File: config.mk
export PLATFORM = sky130hd
export DESIGN_NAME = manchester_rx
export DESIGN_NICKNAME = d
export VERILOG_FILES = /design/src/rtl/manchester_pkg.sv /design/src/rtl/manchester_rx_line_sync.sv /design/src/rtl/manchester_rx.sv
export SDC_FILE = /design/constraint.sdc
export NUM_CORES = 1
export LEC_CHECK = 0
export ABC_CLOCK_PERIOD_IN_PS = 2200
export BUFFER_PORTS_ARGS = -buffer_cell sky130_fd_sc_hd__buf_2
export CORE_MARGIN = 4
export CORE_UTILIZATION = 57
export CTS_CLUSTER_SIZE = 14
export DETAILED_ROUTE_END_ITERATION = 10
export PLACE_DENSITY = 0.8
export SLEW_MARGIN = 20
export SYNTH_ARGS = -nofsm -noshare
export SYNTH_HDL_FRONTEND = slang
export SYNTH_SLANG_ARGS = --single-unit
File: constraint.sdc
create_clock -name clk -period 2.2 [get_ports clk]
set_input_delay 0.11 -clock clk [delete_from_list [all_inputs] [get_ports clk]]
set_output_delay 0.11 -clock clk [all_outputs]
set_load 0.05 [all_outputs]
File: src/rtl/manchester_pkg.sv
// Shared Manchester line constants and FSM encoding, common to the receiver and transmitter.
// Window bounds are functions of the half-bit length so each instance can size its own counters.
package manchester_pkg;

   typedef logic [1:0] state_t;

   localparam state_t ST_IDLE = 2'd0;
   localparam state_t ST_HUNT = 2'd1;
   localparam state_t ST_BITS = 2'd2;
   localparam state_t ST_DONE = 2'd3;

   function automatic int win_lo(input int h);
      return (3 * h) / 2;
   endfunction

   function automatic int win_hi(input int h);
      return (5 * h) / 2;
   endfunction

   function automatic int idle_len(input int h);
      return 2 * h;
   endfunction

   function automatic int cnt_width(input int h);
      return $clog2(win_hi(h) + 1);
   endfunction

endpackage

File: src/rtl/manchester_rx_line_sync.sv
// Brings the asynchronous serial line into clk: two-flop synchronizer plus one delay flop
// so rising and falling transitions of the synchronized level can be detected.
module line_sync (
   input  logic clk,
   input  logic rst_n,
   input  logic line_i,
   output logic line_s_o,
   output logic rise_o,
   output logic fall_o
);

   logic meta_q;
   logic sync_q;
   logic dly_q;

   always_ff @(posedge clk or negedge rst_n) begin
      if (!rst_n) begin
         meta_q <= 1'b0;
         sync_q <= 1'b0;
         dly_q  <= 1'b0;
      end else begin
         meta_q <= line_i;
         sync_q <= meta_q;
         dly_q  <= sync_q;
      end
   end

   assign line_s_o = sync_q;
   assign rise_o   = sync_q & ~dly_q;
   assign fall_o   = ~sync_q & dly_q;

endmodule

File: src/rtl/manchester_rx.sv
// Manchester (802.3 polarity) receiver: arms after a quiet low line, locks on the sync bit,
// samples each mid-bit transition in a jitter window and hands words out over valid/ready.
module manchester_rx
   import manchester_pkg::*;
#(
   parameter int HALF_CYCLES = 8,
   parameter int DATA_BITS   = 8
) (
   input  logic                 clk,
   input  logic                 rst_n,
   input  logic                 line_in,
   output logic [DATA_BITS-1:0] data_out,
   output logic                 data_valid,
   input  logic                 data_ready,
   output logic                 frame_err,
   output logic                 overrun,
   output logic                 busy
);

   localparam int CW = cnt_width(HALF_CYCLES);
   localparam int IW = $clog2(idle_len(HALF_CYCLES) + 1);
   localparam int BW = (DATA_BITS > 1) ? $clog2(DATA_BITS) : 1;
   localparam logic [CW-1:0] CNT_LO    = CW'(win_lo(HALF_CYCLES));
   localparam logic [CW-1:0] CNT_HI    = CW'(win_hi(HALF_CYCLES));
   localparam logic [IW-1:0] IDLE_LAST = IW'(idle_len(HALF_CYCLES) - 1);
   localparam logic [BW-1:0] BIT_LAST  = BW'(DATA_BITS - 1);

   logic line_s;
   logic rise;
   logic fall;
   logic edge_s;

   line_sync u_sync (
      .clk      (clk),
      .rst_n    (rst_n),
      .line_i   (line_in),
      .line_s_o (line_s),
      .rise_o   (rise),
      .fall_o   (fall)
   );

   assign edge_s = rise | fall;

   state_t                state_q, state_d;
   logic [CW-1:0]         cnt_q, cnt_d;
   logic [IW-1:0]         idle_q, idle_d;
   logic [BW-1:0]         bit_q, bit_d;
   logic [DATA_BITS-1:0]  word_q, word_d;
   logic [DATA_BITS-1:0]  dout_q, dout_d;
   logic                  valid_q, valid_d;
   logic                  err_q, err_d;
   logic                  ovr_q, ovr_d;
   logic                  busy_q, busy_d;

   // cnt_q reads as the number of clocks elapsed since the accepted edge cycle,
   // so an edge seen with cnt_q == 2H sits exactly at its nominal position.
   always_comb begin
      state_d = state_q;
      cnt_d   = cnt_q;
      idle_d  = idle_q;
      bit_d   = bit_q;
      word_d  = word_q;
      dout_d  = dout_q;
      valid_d = valid_q;
      err_d   = 1'b0;
      ovr_d   = 1'b0;
      busy_d  = busy_q;

      if (valid_q && data_ready) begin
         valid_d = 1'b0;
      end

      case (state_q)
         ST_IDLE: begin
            if (line_s) begin
               idle_d = '0;
            end else if (idle_q == IDLE_LAST) begin
               idle_d  = '0;
               state_d = ST_HUNT;
            end else begin
               idle_d = idle_q + 1'b1;
            end
         end
         ST_HUNT: begin
            if (rise) begin
               cnt_d   = CW'(1);
               bit_d   = '0;
               word_d  = '0;
               busy_d  = 1'b1;
               state_d = ST_BITS;
            end
         end
         ST_BITS: begin
            if (cnt_q != CNT_HI) begin
               cnt_d = cnt_q + 1'b1;
            end
            // Edges at or before 1.5H are bit-boundary transitions and fall through.
            if (edge_s && (cnt_q > CNT_LO)) begin
               cnt_d  = CW'(1);
               word_d = DATA_BITS'({word_q, line_s});
               bit_d  = bit_q + 1'b1;
               if (bit_q == BIT_LAST) begin
                  state_d = ST_DONE;
               end
            end else if (cnt_q == CNT_HI) begin
               err_d   = 1'b1;
               busy_d  = 1'b0;
               idle_d  = '0;
               state_d = ST_IDLE;
            end
         end
         ST_DONE: begin
            busy_d  = 1'b0;
            idle_d  = '0;
            state_d = ST_IDLE;
            if (!valid_q || data_ready) begin
               dout_d  = word_q;
               valid_d = 1'b1;
            end else begin
               ovr_d = 1'b1;
            end
         end
         default: begin
            state_d = ST_IDLE;
         end
      endcase
   end

   always_ff @(posedge clk or negedge rst_n) begin
      if (!rst_n) begin
         state_q <= ST_IDLE;
         cnt_q   <= '0;
         idle_q  <= '0;
         bit_q   <= '0;
         word_q  <= '0;
         dout_q  <= '0;
         valid_q <= 1'b0;
         err_q   <= 1'b0;
         ovr_q   <= 1'b0;
         busy_q  <= 1'b0;
      end else begin
         state_q <= state_d;
         cnt_q   <= cnt_d;
         idle_q  <= idle_d;
         bit_q   <= bit_d;
         word_q  <= word_d;
         dout_q  <= dout_d;
         valid_q <= valid_d;
         err_q   <= err_d;
         ovr_q   <= ovr_d;
         busy_q  <= busy_d;
      end
   end

   assign data_out   = dout_q;
   assign data_valid = valid_q;
   assign frame_err  = err_q;
   assign overrun    = ovr_q;
   assign busy       = busy_q;

endmodule

* After elaboration in Yosys (flattened, before gate mapping) *
Cells that the tools add are included.

cells by class
  mux-type cells = 34
  reductions and logical operators = 14
  equality and inequality tests = 16
  bitwise logic cells = 5
  magnitude comparators = 1
  $add $sub $neg = 3

operator list
  operator                                                               number
  5-bit two-way mux                                                      7
  8-bit two-way mux                                                      2
  8-bit case mux with 2 select lines                                     1
  5-bit case mux with 3 select lines                                     1
  2-bit two-way mux                                                      6
  2-bit != test, second input constant                                   6
  1-bit two-way mux                                                      11
  5-bit by 1-bit adder with 5-bit output, second input constant          2
  5-bit case mux with 2 select lines                                     1
  3-bit != test, second input constant                                   3
  3-bit AND reduction                                                    3
  2-bit case mux with 4 select lines                                     1
  3-bit two-way mux                                                      2
  3-bit case mux with 2 select lines                                     1
  3-bit nonzero test                                                     2
  5-bit by 4-bit equality test with 1-bit output, second input constant  1
  5-bit equality test, second input constant                             1
  5-bit by 4-bit > comparator with 1-bit output, second input constant   1
  5-bit != test, second input constant                                   1
  5-bit AND reduction                                                    1
  2-bit equality test, second input constant                             2
  4-bit AND reduction                                                    1
  3-bit by 1-bit adder with 3-bit output, second input constant          1
  3-bit equality test, second input constant                             1
  11 further kinds                                                       14

word-level totals
  register bits after elaboration = 38
  output and inout bits = 12
  logic and storage cells = 86
  input bits = 4

* Depth between registers and ports, before layout *
  depth after elaboration = 6
  depth in mapped cells = 7
  depth with buffers taken out = 6

* Hierarchy *
A second synthesis with hierarchy kept.

second synthesis, totals
  cells, all modules = 159
  area, all modules = 1694.1 um^2

modules (own cells, without submodules)
  module         sequential area each (um^2)  area an instance (um^2)  times used  cells each
  manchester_rx  875.8                        1604.0                   1           154
  line_sync      75.1                         90.1                     1           5

* Least setup slack after synthesis *
Ideal clock, no wire load.

  path type = register to register
  start point = register u_sync.sync_q, in the netlist u_sync.line_s_o
  end point = register word_q[5]
  data required time = 2.121 ns
  library setup time = 0.079 ns
  path buffers = 1
  arrival = 1.659 ns
  setup slack = 0.462 ns
  stages on the path, launching flop included = 7
  clock period less this slack = 1.738 ns
  cells stage by stage = dfrtp_1 > ha_1 > nor3b_1 > o21a_1 > or2_1 > buf_2 > mux2i_1

between the ends
  longest elaborated chain between the ends = 6
  elaborated cells on any way between the ends = 8
  classes of those cells = 2 x eq/ne; 4 x bitwise; 2 x reduce/logical

ends and longest elaborated chain
  what                                    line                           text
  start, declared                         manchester_rx_line_sync.sv:13  logic sync_q;
  start signal, assigned                  manchester_rx_line_sync.sv:23  sync_q <= meta_q;
  1-bit NOT                               manchester_rx_line_sync.sv:30  assign fall_o = ~sync_q & dly_q;
  1-bit AND                               manchester_rx_line_sync.sv:30
  1-bit OR                                manchester_rx.sv:42            assign edge_s = rise | fall;
  1-bit logical AND                       manchester_rx.sv:98            if (edge_s && (cnt_q > CNT_LO)) begin
  2-bit != test (no source line)          n/a
  3-bit AND reduction (no source line) *  n/a
  end signal, assigned                    manchester_rx.sv:146           word_q <= word_d;
  end, declared                           manchester_rx.sv:48            logic [DATA_BITS-1:0] word_q, word_d;

Every way passes the cells marked *; elsewhere a longest branch is shown, timed or not.
A chain may end at the register's enable or synchronous reset.

* Final worst setup path *
  start point = register u_sync.sync_q, in the netlist u_sync.line_s_o
  end point = register cnt_q[1]

between the ends
  longest elaborated chain between the ends = 6
  elaborated cells on any way between the ends = 10
  classes of those cells = 2 x eq/ne; 2 x mux; 4 x bitwise; 2 x reduce/logical

ends and longest elaborated chain
  what                                                                                               line                           text
  1-bit NOT                                                                                          manchester_rx_line_sync.sv:30
  1-bit AND                                                                                          manchester_rx_line_sync.sv:30
  1-bit OR                                                                                           manchester_rx.sv:42
  1-bit logical AND                                                                                  manchester_rx.sv:98
  3-bit != test (no source line) / 5-bit two-way mux (equally long branches)                         n/a
  3-bit AND reduction (no source line) / 5-bit case mux with 2 select lines (equally long branches)  n/a
  end signal, assigned                                                                               manchester_rx.sv:143           cnt_q <= cnt_d;
  end, declared                                                                                      manchester_rx.sv:45            logic [CW-1:0] cnt_q, cnt_d;

Parallel ways exist; a longest one is shown, timed or not.

==> impl_metrics.py <==
metrics = {
    "finish": {
        "area_delta_synth_final_pct": 10.5,
        "drive_gt1_frac": 0.273,
        "n_antenna_cell": 0,
        "regArea_um2": 951,
        "nets": 170,
        "finalInstanceArea_um2": 1890,
        "fill_cells": 208,
        "multiInputGateArea_um2": 698,
        "stdcell_count": 192,
    },
    "timing": {
        "fmax_mhz": 534,
        "fin_crit_ns": 1.87,
        "hold_slack_ns": 0.0387,
        "period_share": 0.850,
        "final-setup-viol-count": 0,
        "worst_slew_pin_slew_ns": 0.808,
        "relSlewSlack": 0.461,
        "finClkSkew_ns": 0.00866,
        "fin_tns_setup_ns": 0,
        "grt_setup_unrepaired": "no",
        "maxSlewViolCount": 0,
        "hold_viol_final": 0,
    },
    "detailed_routing": {
        "first_iter_violations": 56,
        "antenna_left": 0,
        "wire_per_inst_um": 14.3,
        "drcViolationCount": 0,
        "viasPerCell": 5.88,
        "drt-pass1-iter-count": 4,
        "vias": 1129,
        "wl_um": 2750,
    },
    "synthesis": {
        "async_reset_ff_frac": 1.00,
        "syn-cell-area_um2": 1710,
        "synth_flop_cell": "dfrtp_1",
        "syn-mean-instance-area_um2": 12.3,
        "postSynthCellCount": 139,
        "postSynthNetCount": 149,
        "ys_seq_area_frac": 0.556,
        "synth_enable_flop_cells": 0,
        "ys_warn_count": 0,
        "synth_cell_types": 44,
        "ys_ff_latch": 38,
    },
    "floorplan": {
        "die_area_um2": 3940,
        "dieHeight_um": 62.8,
        "num_rows": 19,
        "core_um2": 2810,
        "ioPinCount": 16,
        "start_util": 0.609,
        "die_w_um": 62.8,
    },
    "worst_setup_path": {
        "critPathRequiredTime_ns": 2.44,
        "worstPathMaxFanout": 9,
        "r2r_cells": 4,
        "critPathKind": "reg2reg",
        "worstSetupEndpointType": "register",
        "crit_start": "u_sync.line_s_o",
        "arrival_ns": 2.11,
        "critPathLaunchType": "register",
        "timing.rr.start": "u_sync.line_s_o",
    },
    "clock_network": {
        "clockBufferDepth": 2,
        "cts.sinks": 38,
        "cts-buffers-inserted": 5,
        "clk_latency_ns": 0.33,
        "tritoncts": "built",
        "clockRootBuffer": "clkbuf_4",
        "post-cts-setup-buffers": 0,
        "cts_max_level": 2,
        "clk_pin_slew_ns": 0.11,
    },
    "power_and_ir_drop": {
        "p_per_area_nw_per_um2": 954,
        "p_leak_nw": 0.956,
        "total_power_mw": 1.80,
        "vdd_drop_max_mv": 0.659,
    },
    "placed_design": {
        "io_buffers": 15,
        "place.gp.congestion": 0.805,
        "dpl-instance-area_um2": 1800,
        "dp_cells": 182,
        "hpwl_um": 1950,
    },
    "global_routing": {
        "grt_max_degree": 39,
        "antenna_found_initial": 0,
        "grt_pass1_wl_um": 5090,
        "track_usage": 0.163,
        "grt_pass1_vias": 1113,
        "overflow": 0,
    },
    "hold_path": {
        "hold_class": "in2reg",
        "min_path_cells": 3,
        "hold_start": "data_ready",
    },
    "flow_run": {
        "maxCapViolCount": 0,
    },
    "run_status": {
        "status": "finished clean",
    },
}
sequential cells by signal, indices dropped and copies added, names as in the netlist:
register / count
bit_q: 3
busy: 1
cnt_q: 5
data_out: 8
data_valid: 1
frame_err: 1
idle_q: 5
overrun: 1
state_q: 2
u_sync.dly_q: 1
u_sync.line_s_o: 1
u_sync.meta_q: 1
word_q: 8
cell type report:
cell class / instances / area share
inverters: 7 / 0.0139
well taps: 31 / 0.0205
clock buffers: 6 / 0.0272
flip-flops and latches: 38 / 0.504
multi-input cells: 89 / 0.370
clock inverters: 2 / 0.00663
repair buffers: 19 / 0.0583
routing by layer:
metal	GRT usage	share of wire	up-vias
met5	0	0	-
met3	0.0522	0.044	5
met4	0.0716	0.012	0
met2	0.256	0.48	19
li1	-	-	548
met1	0.208	0.46	557
cells in the mapped netlist, types with 2 or more instances:
master | count | share of area
o21ai_0 | 3 | 0.0088
a22o_1 | 9 | 0.046
inv_1 | 7 | 0.015
nand4b_1 | 2 | 0.010
a21o_1 | 2 | 0.0088
a21oi_1 | 4 | 0.012
o21a_1 | 2 | 0.0088
nand3_1 | 3 | 0.0088
buf_2 | 3 | 0.0088
nor4b_1 | 2 | 0.010
nor3_1 | 2 | 0.0059
and4b_1 | 2 | 0.012
dfrtp_1 | 38 | 0.56
nor3b_1 | 2 | 0.0088
mux2i_1 | 3 | 0.018
nor2_1 | 6 | 0.013
nand2b_1 | 2 | 0.0073
ha_1 | 6 | 0.044
nand2_1 | 8 | 0.018
mux2_2 | 9 | 0.059
per-stage QoR:
step           setup slack [ns]  utilization
3_5_place_dp              0.342        0.643
4_1_cts                   0.316        0.673
6_report                  0.329        0.673
5_1_grt                   0.148        0.673
2_1_floorplan             0.462            -
3_3_place_gp              0.364        0.643
cells by family (layout without fill, tap and decap cells):
family / Yosys count / count (layout) / share of synthesized area
mux: 12 / 12 / 0.0769
simple gates: 42 / 42 / 0.152
compound gates: 28 / 28 / 0.130
flops: 38 / 38 / 0.556
buf+inv: 12 / 34 / 0.0351
fa+ha+maj: 6 / 6 / 0.0439
xor+xnor: 1 / 1 / 0.00513
critical path: stages (launching register included):
cell	delay, ns
dfrtp_1	0.47
ha_1	0.38
o311ai_0	0.59
nor2_1	0.14
a22o_1	0.20
power by group:
part	switching (mW)	total, mW	leakage [nW]	internal (mW)
combinational	0.233	0.480	0.422	0.247
sequential	0.131	0.951	0.500	0.821
clock	0.217	0.371	0.0343	0.154
total	0.581	1.80	0.956	1.22
final timing paths:
path,slack [ns],to
worst max register to register,0.33,cnt_q[1]
worst max-delay path,0.33,cnt_q[1]
min in group asynchronous,0.40,cnt_q[1]
max in group asynchronous,1.29,u_sync.dly_q
worst min register to register,0.36,u_sync.line_s_o
worst min-delay path,0.04,overrun
repair_timing:
action,CTS,global route
gates resized for setup,0,0
hold buffers,2,0
hold endpoints to repair,39,0
cell usage in the layout (no fill, tap or decap), types with 3 or more instances in the layout:
master     n
mux2i_1    3
a22o_1     9
a21oi_1    4
dfrtp_1   38
mux2_2     9
buf_2     15
o21ai_0    3
nand2_1    8
nor2_1     6
clkbuf_4   5
nand3_1    3
ha_1       6
inv_1      7
Note: power is estimated with default switching activity, not from simulation.
